### src/rtl/uart_pkg.sv
// Shared UART definitions: receiver FSM states, data width and baud timing helper.
// Imported by the RX front-end and reusable by the future TX path.
package uart_pkg;

  localparam int UART_DATA_W = 8;

  typedef enum logic [2:0] {
    IDLE,
    START,
    DATA,
    STOP,
    BREAK
  } rx_state_t;

  typedef struct packed {
    int unsigned symbol_edge_time;
    int unsigned sample_time;
  } baud_timing_t;

  // Cycles per bit and the mid-bit offset used to centre the first sample.
  function automatic baud_timing_t calc_baud_timing(input int unsigned clock_freq,
                                                    input int unsigned baud_rate);
    baud_timing_t t;
    t.symbol_edge_time = clock_freq / baud_rate;
    t.sample_time      = t.symbol_edge_time / 2;
    return t;
  endfunction

endpackage

### src/rtl/sync_fifo.sv
// Single-clock first-word-fall-through FIFO with occupancy count.
// A push while full is accepted only when a pop frees a slot in the same cycle.
module sync_fifo #(
  parameter int WIDTH = 8,
  parameter int DEPTH = 8
) (
  input  logic                       clk,
  input  logic                       rst,
  input  logic                       push,
  input  logic [WIDTH-1:0]           push_data,
  output logic                       full,
  input  logic                       pop,
  output logic [WIDTH-1:0]           pop_data,
  output logic                       empty,
  output logic [$clog2(DEPTH):0]     count
);

  localparam int PTR_W = $clog2(DEPTH);
  localparam logic [PTR_W:0] DEPTH_CNT = (PTR_W+1)'(DEPTH);

  logic [WIDTH-1:0] mem [DEPTH];
  logic [PTR_W-1:0] wr_ptr;
  logic [PTR_W-1:0] rd_ptr;
  logic             do_push;
  logic             do_pop;

  assign empty    = (count == '0);
  assign full     = (count == DEPTH_CNT);
  assign pop_data = mem[rd_ptr];
  assign do_pop   = pop && !empty;
  assign do_push  = push && (!full || do_pop);

  // NOTE: storage has no reset; occupancy alone decides what is valid, so
  // stale contents can never leak out as data.
  always_ff @(posedge clk) begin
    if (do_push) mem[wr_ptr] <= push_data;
  end

  // NOTE: sequential state uses non-blocking assignments so every flop
  // samples pre-edge values regardless of process ordering.
  always_ff @(posedge clk) begin
    if (rst) begin
      wr_ptr <= '0;
      rd_ptr <= '0;
      count  <= '0;
    end else begin
      if (do_push) wr_ptr <= wr_ptr + 1'b1;
      if (do_pop)  rd_ptr <= rd_ptr + 1'b1;
      unique case ({do_push, do_pop})
        2'b10:   count <= count + 1'b1;
        2'b01:   count <= count - 1'b1;
        default: count <= count;
      endcase
    end
  end

  a_count_bounded: assert property (@(posedge clk) disable iff (rst) count <= DEPTH_CNT);

endmodule

### src/rtl/uart_rx_buffered.sv
// 8N1 UART receiver: synchroniser, mid-bit sampling FSM and a byte FIFO
// presented to the consumer over ready/valid.
module uart_rx_buffered
  import uart_pkg::*;
#(
  parameter int CLOCK_FREQ = 50_000_000,
  parameter int BAUD_RATE  = 115_200,
  parameter int FIFO_DEPTH = 8
) (
  input  logic                         clk,
  input  logic                         rst,
  input  logic                         serial_in,
  output logic [UART_DATA_W-1:0]       data_out,
  output logic                         data_out_valid,
  input  logic                         data_out_ready,
  output logic                         frame_err,
  output logic                         overrun,
  output logic [$clog2(FIFO_DEPTH):0]  fifo_count
);

  localparam baud_timing_t TIMING = calc_baud_timing(CLOCK_FREQ, BAUD_RATE);
  localparam int SYMBOL_EDGE_TIME = int'(TIMING.symbol_edge_time);
  localparam int SAMPLE_TIME      = int'(TIMING.sample_time);
  localparam int CNT_W            = $clog2(SYMBOL_EDGE_TIME);
  localparam int BIT_W            = $clog2(UART_DATA_W);

  localparam logic [CNT_W-1:0] SAMPLE_LAST = CNT_W'(SAMPLE_TIME - 1);
  localparam logic [CNT_W-1:0] EDGE_LAST   = CNT_W'(SYMBOL_EDGE_TIME - 1);
  localparam logic [BIT_W-1:0] LAST_BIT    = BIT_W'(UART_DATA_W - 1);

  logic rx_meta;
  logic rx_s;

  rx_state_t              state, state_n;
  logic [CNT_W-1:0]       clk_cnt, clk_cnt_n;
  logic [BIT_W-1:0]       bit_idx, bit_idx_n;
  logic [UART_DATA_W-1:0] shift_reg, shift_n;
  logic                   byte_done;

  logic fifo_full;
  logic fifo_empty;
  logic fifo_pop;

  // Both stages reset high so reset never fabricates a start bit.
  always_ff @(posedge clk) begin
    if (rst) begin
      rx_meta <= 1'b1;
      rx_s    <= 1'b1;
    end else begin
      rx_meta <= serial_in;
      rx_s    <= rx_meta;
    end
  end

  always_ff @(posedge clk) begin
    if (rst) begin
      state     <= IDLE;
      clk_cnt   <= '0;
      bit_idx   <= '0;
      shift_reg <= '0;
    end else begin
      state     <= state_n;
      clk_cnt   <= clk_cnt_n;
      bit_idx   <= bit_idx_n;
      shift_reg <= shift_n;
    end
  end

  // NOTE: every output of this block gets a default first, so no path
  // through the case statement can infer a latch.
  always_comb begin
    state_n   = state;
    clk_cnt_n = clk_cnt + 1'b1;
    bit_idx_n = bit_idx;
    shift_n   = shift_reg;
    byte_done = 1'b0;
    frame_err = 1'b0;

    unique case (state)
      IDLE: begin
        clk_cnt_n = '0;
        if (!rx_s) state_n = START;
      end
      START: begin
        if (clk_cnt == SAMPLE_LAST) begin
          clk_cnt_n = '0;
          if (rx_s) begin
            state_n = IDLE;
          end else begin
            state_n   = DATA;
            bit_idx_n = '0;
          end
        end
      end
      DATA: begin
        if (clk_cnt == EDGE_LAST) begin
          clk_cnt_n = '0;
          shift_n   = {rx_s, shift_reg[UART_DATA_W-1:1]};
          bit_idx_n = bit_idx + 1'b1;
          if (bit_idx == LAST_BIT) state_n = STOP;
        end
      end
      STOP: begin
        if (clk_cnt == EDGE_LAST) begin
          clk_cnt_n = '0;
          if (rx_s) begin
            byte_done = 1'b1;
            state_n   = IDLE;
          end else begin
            frame_err = 1'b1;
            state_n   = BREAK;
          end
        end
      end
      BREAK: begin
        // A line held low is a break, not a stream of zero bytes.
        clk_cnt_n = '0;
        if (rx_s) state_n = IDLE;
      end
      default: begin
        clk_cnt_n = '0;
        state_n   = IDLE;
      end
    endcase
  end

  assign data_out_valid = !fifo_empty;
  assign fifo_pop       = data_out_valid && data_out_ready;
  assign overrun        = byte_done && fifo_full && !fifo_pop;

  sync_fifo #(
    .WIDTH (UART_DATA_W),
    .DEPTH (FIFO_DEPTH)
  ) u_fifo (
    .clk       (clk),
    .rst       (rst),
    .push      (byte_done),
    .push_data (shift_reg),
    .full      (fifo_full),
    .pop       (fifo_pop),
    .pop_data  (data_out),
    .empty     (fifo_empty),
    .count     (fifo_count)
  );

endmodule

### config.mk
export PLATFORM = sky130hd
export DESIGN_NAME = uart_rx_buffered
export DESIGN_NICKNAME = d
export VERILOG_FILES = /design/src/rtl/uart_pkg.sv /design/src/rtl/sync_fifo.sv /design/src/rtl/uart_rx_buffered.sv
export SDC_FILE = /design/constraint.sdc
export NUM_CORES = 1
export LEC_CHECK = 0
export ABC_AREA = 1
export CAP_MARGIN = 40
export CORE_AREA = 2 2 173 90
export DETAILED_ROUTE_END_ITERATION = 12
export DIE_AREA = 0 0 175 92
export PLACE_DENSITY = 0.46
export SLEW_MARGIN = 20
export SYNTH_ARGS = -nofsm -noshare
export SYNTH_HDL_FRONTEND = slang
export SYNTH_SLANG_ARGS = --single-unit
### constraint.sdc
create_clock -name clk -period 2.3 [get_ports clk]
set_input_delay 0.345 -clock clk [delete_from_list [all_inputs] [get_ports clk]]
set_output_delay 0.345 -clock clk [all_outputs]
set_load 0.005 [all_outputs]
Word-level counts from Yosys, hierarchy flattened
Memories as Yosys holds them, arrays and structs flattened. A register that Yosys moved wholly into a read port is not among the register bits.
Cells that the tools add are included.
Widths: inputs -> output; s select.
- output and inout port bits: 15
- memories: 1
- register bits: 35
- RAM bits: 64
- bits of input ports: 4
- add/sub/neg operators: 6
- equal/unequal tests: 17
- reductions and logical operators: 17
- muxes and demuxes: 27
- memories (memory ; words ; width ; read ports ; clocked after Yosys merged registers in ; wr ports ; RTL line ; source):
    u_fifo.mem ; 8 ; 8 ; 1 ; 1 ; 1 ; sync_fifo.sv:21 ; logic [WIDTH-1:0] mem [DEPTH];
- operator list (operator ; count):
    $mux 3 ; 12
    $mux 9 ; 2
    $pmux 9 s2 ; 1
    $pmux 3 s5 ; 1
    $ne 2x2->1 const B ; 7
    $add 3x1->3 const B ; 3
    $add 9x1->9 const B ; 1
    $eq 9x8->1 const B ; 1
    $eq 9x9->1 const B ; 1
    $mux 1 ; 8
    $pmux 4 s2 ; 1
    $eq 3x2->1 const B ; 2
    $eq 3x3->1 const B ; 2
    $pmux 3 s2 ; 1
    $reduce_and 6->1 ; 1
    $logic_and 1x1->1 ; 5
    $add 4x1->4 const B ; 1
    $eq 4x4->1 const B ; 1
    $logic_not 4->1 ; 1
    $reduce_and 4->1 ; 1
    $reduce_bool 2->1 ; 2
    $sub 4x1->4 const B ; 1
    $eq 3x1->1 const B ; 1
    $logic_not 1->1 ; 3
    7 further kinds ; 7

Depth between registers and ports, before layout
Gate-level depths: netlist of run 1.
- depth in word-level cells: 8
- depth in mapped cells: 19
- gate-level depth less buffers: 19

Hierarchy
A second synthesis of run 1 with hierarchy kept.
- cell total of the unflattened synthesis: 421
- area total of the unflattened synthesis: 4425.5 um^2
- modules (own cells, without submodules) (module ; seq. area each (um^2) ; area an instance (um^2) ; cells each ; instances):
    sync_fifo ; 2182.1 ; 3194.3 ; 259 ; 1
    uart_rx_buffered ; 500.5 ; 1231.2 ; 162 ; 1

Worst setup path before layout of run 1
OpenSTA, ideal clock, no wires.
- path type: register -> register
- start: register clk_cnt[0]
- end: register u_fifo.count[2]
- arrival: 2.052 ns
- clock period less this slack: 2.167 ns
- library setup time: 0.115 ns
- stages on the path, launching flop included: 18
- path buffers: 0
- path slack: 0.133 ns
- path through: dfxtp_1 > ha_1 > nand2_1 > nor2_1 > nand2_2 > nor2_4 > inv_2 > nor2_4 > inv_2 > ha_1 > nand2_1 > inv_1 > nor2_1 > ha_1 > a21oi_1 > xnor2_1 > o21ai_0 > inv_1
- word-level cells in the longest chain between the ends: 6
- elaborated cells between the ends (all ways): 8
- classes of those cells: 3 x eq/ne; 3 x mux; 2 x reduce/logical
- RTL lines (item ; RTL line ; source):
    start, declared ; uart_rx_buffered.sv:35 ; logic [CNT_W-1:0] clk_cnt, clk_cnt_n;
    start signal, assigned ; uart_rx_buffered.sv:63 ; clk_cnt <= clk_cnt_n;
    $eq 9x9->1 (*) ; uart_rx_buffered.sv:104 ; if (clk_cnt == EDGE_LAST) begin
    $mux 1 (*) ; uart_rx_buffered.sv:104 ;
    $mux 1 (*) ; uart_rx_buffered.sv:79 ; unique case (state)
    $logic_and 1x1->1 (*) ; sync_fifo.sv:31 ; assign do_push = push && (!full || do_pop);
    $eq 2x1->1 or $eq 2x2->1 (tied branches) ; sync_fifo.sv:49 ; unique case ({do_push, do_pop})
    $pmux 4 s2 or $reduce_bool 2->1 (tied branches) ; n/a ;
    end signal, assigned ; sync_fifo.sv:50 ; 2'b10: count <= count + 1'b1;
    end signal, assigned ; sync_fifo.sv:51 ; 2'b01: count <= count - 1'b1;
    end signal, assigned ; sync_fifo.sv:52 ; default: count <= count;
    end, declared ; sync_fifo.sv:15 ; output logic [$clog2(DEPTH):0] count
Every way passes the cells marked *; elsewhere a longest branch is shown, timed or not.
A chain may end at the register's enable or synchronous reset.

Worst setup path after layout of run 1
- start: register clk_cnt[1]
- end: register u_fifo.count[2]
Same word-level chain as after synthesis.

==> results.py, run 1 <==
metrics = {
    "outcome": {
        "status": "completed",
    },
    "die": {
        "die_area_um2": 16100,
        "die_width_um": 175,
        "die_h_um": 92,
        "floorplan.initialDensity_pct": 29.1,
        "rows": 32,
        "core_um2": 14900,
        "floorplan.io_pins": 19,
    },
    "worst_setup_path": {
        "cp_max_fo": 3,
        "crit_arrival_ps": 2410,
        "rr_worst_depth": 18,
        "critPathLaunchType": "flip-flop",
        "worstPathRequired_ps": 2540,
        "end_kind": "flip-flop",
        "critical_path_class": "flip-flop to flip-flop",
    },
    "cells_and_area": {
        "final_layout_size_suffix_gt1_share_pct": 16.1,
        "post-route-util_pct": 35.9,
        "area_delta_synth_final_pct": 23.4,
        "layout_common_cells": "nor2_1 (108), edfxtp_1 (64), nand2_1 (49), o21ai_0 (45), dfxtp_1 (35)",
        "stdcell_area_um2": 5340,
        "largest_reg_flops": 64,
        "fill_cells": 1456,
        "mostFrequentLayoutCell": "nor2_1",
        "n_antenna_cell": 0,
        "nNetsFinal": 511,
        "multi_input_area_um2": 1460,
        "seq_area_um2": 2690,
    },
    "routing": {
        "wl_per_cell_um": 14.2,
        "wl_um": 10000,
        "drt_pass1_iterations": 5,
        "drt-initial-drc-count": 214,
        "drtAntennaViolNets": 0,
        "vias": 3154,
        "routed_via_density": 4.47,
        "drcViolationCount": 0,
    },
    "global_routing": {
        "grtUsageTotal_pct": 13.2,
        "overflow": 0,
        "grt_pass1_wl_um": 16100,
        "first_global_vias": 2873,
        "antenna_found_initial": 0,
        "grt_max_degree": 23,
    },
    "pwr": {
        "power.leakage_nw": 2.24,
        "power_switching_mw": 1.63,
        "power_density_nw_per_um2": 981,
        "pwr-share-comb_pct": 30.5,
        "p_int_mw": 3.60,
        "swShare_pct": 31.1,
        "clkPwrFrac_pct": 29.7,
        "seqPwrFrac_pct": 39.7,
        "p_total_mw": 5.23,
        "ir_worst_vdd_uv": 403,
    },
    "min_path": {
        "hp-class": "flip-flop to flip-flop",
        "holdPathStages": 1,
    },
    "synthesis": {
        "synth_area_per_cell_um2": 9.65,
        "synthAdderAreaFrac_pct": 2.89,
        "yosysUniqueCellTypes": 25,
        "synthXorXnorAreaFrac_pct": 0.810,
        "ys_seq_area_share_pct": 62.0,
        "synth-simple-area-share_pct": 19.8,
        "synth-compound-area-share_pct": 9.49,
        "synth_cells": 448,
        "ys_warn_count": 0,
        "synth_top_family_by_area": "simple AND/OR/NAND/NOR gates",
        "synth_area_um2": 4330,
        "synthesis.nets": 462,
        "synth-seq-cells": 102,
        "synthMuxAreaShare_pct": 0,
    },
    "clock_tree": {
        "cts_tree": "built",
        "ctsRootBufferMaster": "clkbuf_16",
        "insertion_delay_ps": 340,
        "holdBufCountCts": 0,
        "clock_path_buffers": 2,
        "h-tree-depth": 3,
        "path_clk_slew_ps": 70,
        "clkSinkCount": 102,
        "cts_made_buffers": 9,
    },
    "timing": {
        "slew_headroom_pct": 61.0,
        "rsz0062_at_grt": "yes",
        "hold_viol_final": 0,
        "worst_pin_slew_ps": 585,
        "post-route-min-period_ps": 2160,
        "period_share_pct": 94.0,
        "maxSlewViolCount": 0,
        "setup_violations": 0,
        "fin_tns_setup_ps": 0,
        "fmax_ghz": 0.463,
        "clock_skew_ps": 6.78,
    },
    "place": {
        "place.gp.congestion": 0.769,
        "post_dp_cell_area_um2": 4930,
        "portBuffers": 18,
        "dp_hpwl_um": 6800,
    },
    "run": {
        "maxCapViolCount": 0,
    },
}
stage by stage:
stage               instances  worst slack, ps  hold slack [ps]
CTS                       705             17.8              406
floorplan                 448              133              389
global route              706            -93.7              425
global placement          688            -48.8              397
finish                    706              139              406
detailed placement        688            -72.5              397
final timing paths:
| check | to | slack [ps] | from |
|---|---|---|---|
| worst max-delay path | u_fifo.count[2] | 140 | clk_cnt[1] |
| worst min-delay path | rx_s | 410 | rx_meta |
| worst max register to register | u_fifo.count[2] | 140 | clk_cnt[1] |
| worst min register to register | rx_s | 410 | rx_meta |
metal layers:
layer  wire length (µm)  up-vias  track usage, %
li1                   -     1604               -
met1               5490     1474            20.6
met2               3950       74            17.6
met3                520        2            3.61
met4                 40        0            3.54
met5                  0        -               0
kinds of logic (layout without fill, tap and decap cells):
kind of cell	after synthesis	after routing
AOI/OAI and AO/OA	77	77
and+or+nand+nor	204	204
adders and majority gates	10	10
buffers and inverters	51	105
DFF	102	102
xor gates and xnor gates	4	4
synth_stat cells:
| cell | count | area share, % |
|---|---|---|
| nor2_1 | 113 | 9.8 |
| edfxtp_1 | 64 | 44 |
| nand2_1 | 49 | 4.3 |
| o21ai_0 | 47 | 5.4 |
| dfxtp_1 | 38 | 18 |
| inv_1 | 33 | 2.9 |
| nand3_1 | 19 | 2.2 |
| a21oi_1 | 12 | 1.4 |
| ha_1 | 10 | 2.9 |
| a31oi_1 | 9 | 1.3 |
| o22ai_1 | 8 | 1.2 |
| buf_2 | 7 | 0.81 |
| nand2_2 | 6 | 0.87 |
| inv_2 | 5 | 0.43 |
| nor3_1 | 5 | 0.58 |
| clkbuf_1 | 4 | 0.35 |
| nand4_1 | 3 | 0.43 |
| nor2_2 | 3 | 0.43 |
| nor2_4 | 3 | 0.78 |
| xnor2_1 | 3 | 0.61 |
| buf_6 | 2 | 0.52 |
| or2_2 | 2 | 0.29 |
| nand3b_1 | 1 | 0.17 |
| o21ai_2 | 1 | 0.20 |
| xor2_1 | 1 | 0.20 |
final cells by class:
cell class                      instances  area share [%]
Multi-Input combinational cell        295            27.3
Tap cell                              204            4.78
Clock inverter                          7            1.48
Timing Repair Buffer                   51            9.14
Clock buffer                            9            4.22
Sequential cell                       102            50.4
Inverter                               38            2.72
power groups by stage:
stage | logic [mW] | clock network [mW] | registers (mW)
global route | 1.79 | 1.68 | 2.09
finish | 1.60 | 1.56 | 2.08
floorplan | 0.846 | 0 | 2.10
CTS | 1.58 | 1.60 | 2.08
detailed placement | 1.50 | 0 | 2.10
global placement | 1.50 | 0 | 2.10
worst max-delay path, cell delays in order (launching register included):
cell	delay, ps
dfxtp_2	340
inv_2	60
ha_1	130
nand2_1	60
nor2_2	90
nand2_2	90
nor2_4	140
inv_2	70
nor2_4	90
inv_2	40
ha_2	180
nand2_1	80
inv_1	70
nor2_4	130
ha_2	170
a21oi_1	40
xnor2_1	130
o21ai_1	120
inv_1	40
repair_timing:
action                                  in CTS  in global routing
pin swaps                                    1                  6
resized for setup                           21                 14
gates cloned                                 1                  0
setup buffers                                0                  1
endpoints found under the setup margin      10                  5
No activity file was read; power rests on OpenSTA's default activity.
==> run 2, diff against run 1 <==
--- a/config.mk
+++ b/config.mk
@@ -10,7 +10,7 @@
 export CORE_AREA = 2 2 173 90
 export DETAILED_ROUTE_END_ITERATION = 12
 export DIE_AREA = 0 0 175 92
-export PLACE_DENSITY = 0.46
+export PLACE_DENSITY = 0.44
 export SLEW_MARGIN = 20
 export SYNTH_ARGS = -nofsm -noshare
 export SYNTH_HDL_FRONTEND = slang
==> constraint.sdc (replaced) <==
create_clock -name clk -period 2.6 [get_ports clk]
set_input_delay 0.39 -clock clk [delete_from_list [all_inputs] [get_ports clk]]
set_output_delay 0.39 -clock clk [all_outputs]
set_load 0.005 [all_outputs]
==> run 2 against run 1 <==
Design area decreased by 2.6%. Utilization decreased by 0.93 points. Clock skew increased by 2.9 ps. Critical path depth decreased by 12. Highest routed layer unchanged. Setup slack improved by 12 ps.
==> results.py, run 2 (synthesized netlist as in run 1, its figures left out) <==
metrics = {
    "timing": {
        "setup_violations": 0,
        "worst_pin_slew_ps": 666,
        "fmax_ghz": 0.408,
        "maxSlewViolCount": 0,
        "slew_headroom_pct": 55.6,
        "clock_skew_ps": 9.64,
        "post-route-min-period_ps": 2450,
        "fin_tns_setup_ps": 0,
        "period_share_pct": 94.2,
        "hold_viol_final": 0,
        "rsz0062_at_grt": "no",
    },
    "clock_tree": {
        "h-tree-depth": 3,
        "insertion_delay_ps": 350,
        "path_clk_slew_ps": 70,
        "ctsRootBufferMaster": "clkbuf_16",
        "clock_path_buffers": 2,
        "clkSinkCount": 102,
        "cts_made_buffers": 9,
        "holdBufCountCts": 0,
        "cts_tree": "built",
    },
    "die": {
        "rows": 32,
        "floorplan.initialDensity_pct": 29.1,
        "die_h_um": 92,
        "core_um2": 14900,
        "die_width_um": 175,
        "floorplan.io_pins": 19,
        "die_area_um2": 16100,
    },
    "global_routing": {
        "antenna_found_initial": 0,
        "first_global_vias": 2942,
        "overflow": 0,
        "grt_pass1_wl_um": 16300,
        "grtUsageTotal_pct": 13.6,
        "grt_max_degree": 25,
    },
    "worst_setup_path": {
        "slowest_stage": "clkdlybuf4s50_1",
        "critPathLaunchType": "flip-flop",
        "reg2reg_from": "state[1]",
        "critical_path_class": "flip-flop to output pin",
        "rr_worst_depth": 15,
        "cp_max_fo": 6,
        "crit_cells": 6,
        "crit_arrival_ps": 2060,
        "end_kind": "output pin",
        "cp_slowest_stage_delay_ps": 530,
        "worstPathRequired_ps": 2210,
        "cp_top_family": "buffers and inverters",
        "reg2reg_slack_ps": 310,
        "path_buf_inv": 3,
        "path_cells": "clkinvlp_4, buf_4, nor2_1, o21ai_0, a31oi_2, clkdlybuf4s50_1",
        "reg2reg_to": "u_fifo.count[2]",
    },
    "routing": {
        "drcViolationCount": 0,
        "routed_via_density": 4.53,
        "drt-initial-drc-count": 239,
        "drtAntennaViolNets": 0,
        "wl_um": 10400,
        "vias": 3152,
        "wl_per_cell_um": 14.9,
        "drt_pass1_iterations": 5,
    },
    "min_path": {
        "hp-class": "flip-flop to flip-flop",
        "hold_path.startpoint": "rx_meta",
        "hold_end": "rx_s",
        "holdPathStages": 1,
    },
    "run": {
        "maxCapViolCount": 0,
    },
    "cells_and_area": {
        "final_layout_size_suffix_gt1_share_pct": 12.8,
        "layout_common_cells": "nor2_1 (111), edfxtp_1 (64), nand2_1 (49), o21ai_0 (47), dfxtp_1 (37)",
        "mostFrequentLayoutCell": "nor2_1",
        "n_antenna_cell": 0,
        "largest_reg_flops": 64,
        "nNetsFinal": 501,
        "area_delta_synth_final_pct": 20.2,
    },
    "pwr": {
        "p_total_mw": 4.51,
        "ir_worst_vdd_uv": 344,
        "power_density_nw_per_um2": 868,
        "power.leakage_nw": 2.11,
    },
    "place": {
        "place.gp.congestion": 0.782,
        "dp_hpwl_um": 6970,
        "portBuffers": 18,
    },
    "outcome": {
        "status": "completed",
    },
}
## run 2: cell types whose count changed in the layout (fill, tap and decap cells not counted), sizes merged
cell / previous run / this run
clkdlybuf4s50: 8 / 17
bufinv: 1 / 0
clkinvlp: 0 / 1
buf: 32 / 23
bufbuf: 1 / 0
dlygate4sd2: 8 / 0
dlymetal6s2s: 2 / 1
## run 2: layer usage
metal  wire length, µm  part of all wire [%]  track usage [%]  up-vias
met4               117                   1.1             3.40        0
li1                  -                     -                -     1589
met1              5710                    55             20.9     1493
met5                 0                     0                0        -
met3               456                   4.4             3.36       11
met2              4100                    39             18.6       59
## run 2: through the flow
stage / util, % / hold WS (ps) / setup slack (ps) / instance area, µm² / cells
after global routing: 35.0 / 441 / 15.5 / 5200 / 696
after floorplan: - / 389 / 433 / 4330 / 448
final: 35.0 / 415 / 150 / 5200 / 696
after CTS: 34.7 / 417 / 48.0 / 5150 / 696
after detailed placement: 32.6 / 400 / 178 / 4850 / 678
after global placement: 32.6 / 397 / 204 / 4850 / 678
## run 2: timing repair
action | in CTS | in global routing
gates resized for setup | 1 | 12
setup endpoints to repair | 2 | 5
buffers inserted | 2 | 0
## run 2: worst reg2reg max path, stage by stage, from the launching register on
cell and delay, ps:
dfxtp_1 440, nand2_2 150, nor2_4 160, nand2_2 80, nor2_4 130, inv_2 60
nor2_4 100, inv_2 50, ha_1 210, nor2_1 140, nor2_2 70, ha_1 180
a21oi_1 150, xnor2_1 90, o21ai_0 140, inv_1 50
## run 2: final cells by class
| class | count | area (µm²) |
|---|---|---|
| clock inverters | 7 | 63.8 |
| repair buffers | 41 | 384 |
| clock buffers | 9 | 225 |
| well taps | 204 | 255 |
| inverters | 38 | 146 |
| flip-flops and latches | 102 | 2680 |
| fillers | 1529 | 9660 |
| multi-input cells | 295 | 1440 |
## run 2: worst max-delay path by stage
stage                   startpoint               to
global route             flip-flop      data_out[7]
detailed placement  data_out_ready  u_fifo.count[2]
finish                   flip-flop      data_out[7]
CTS                      flip-flop      data_out[6]
global placement    data_out_ready  u_fifo.count[2]
floorplan               clk_cnt[0]  u_fifo.count[2]
## run 2: report_power, final
part	total (mW)	internal [mW]	leakage, nW	switching, mW
Combinational	1.35	0.614	0.910	0.737
Sequential	1.84	1.76	1.05	0.0800
Clock	1.32	0.674	0.143	0.645
Total	4.51	3.05	2.11	1.46
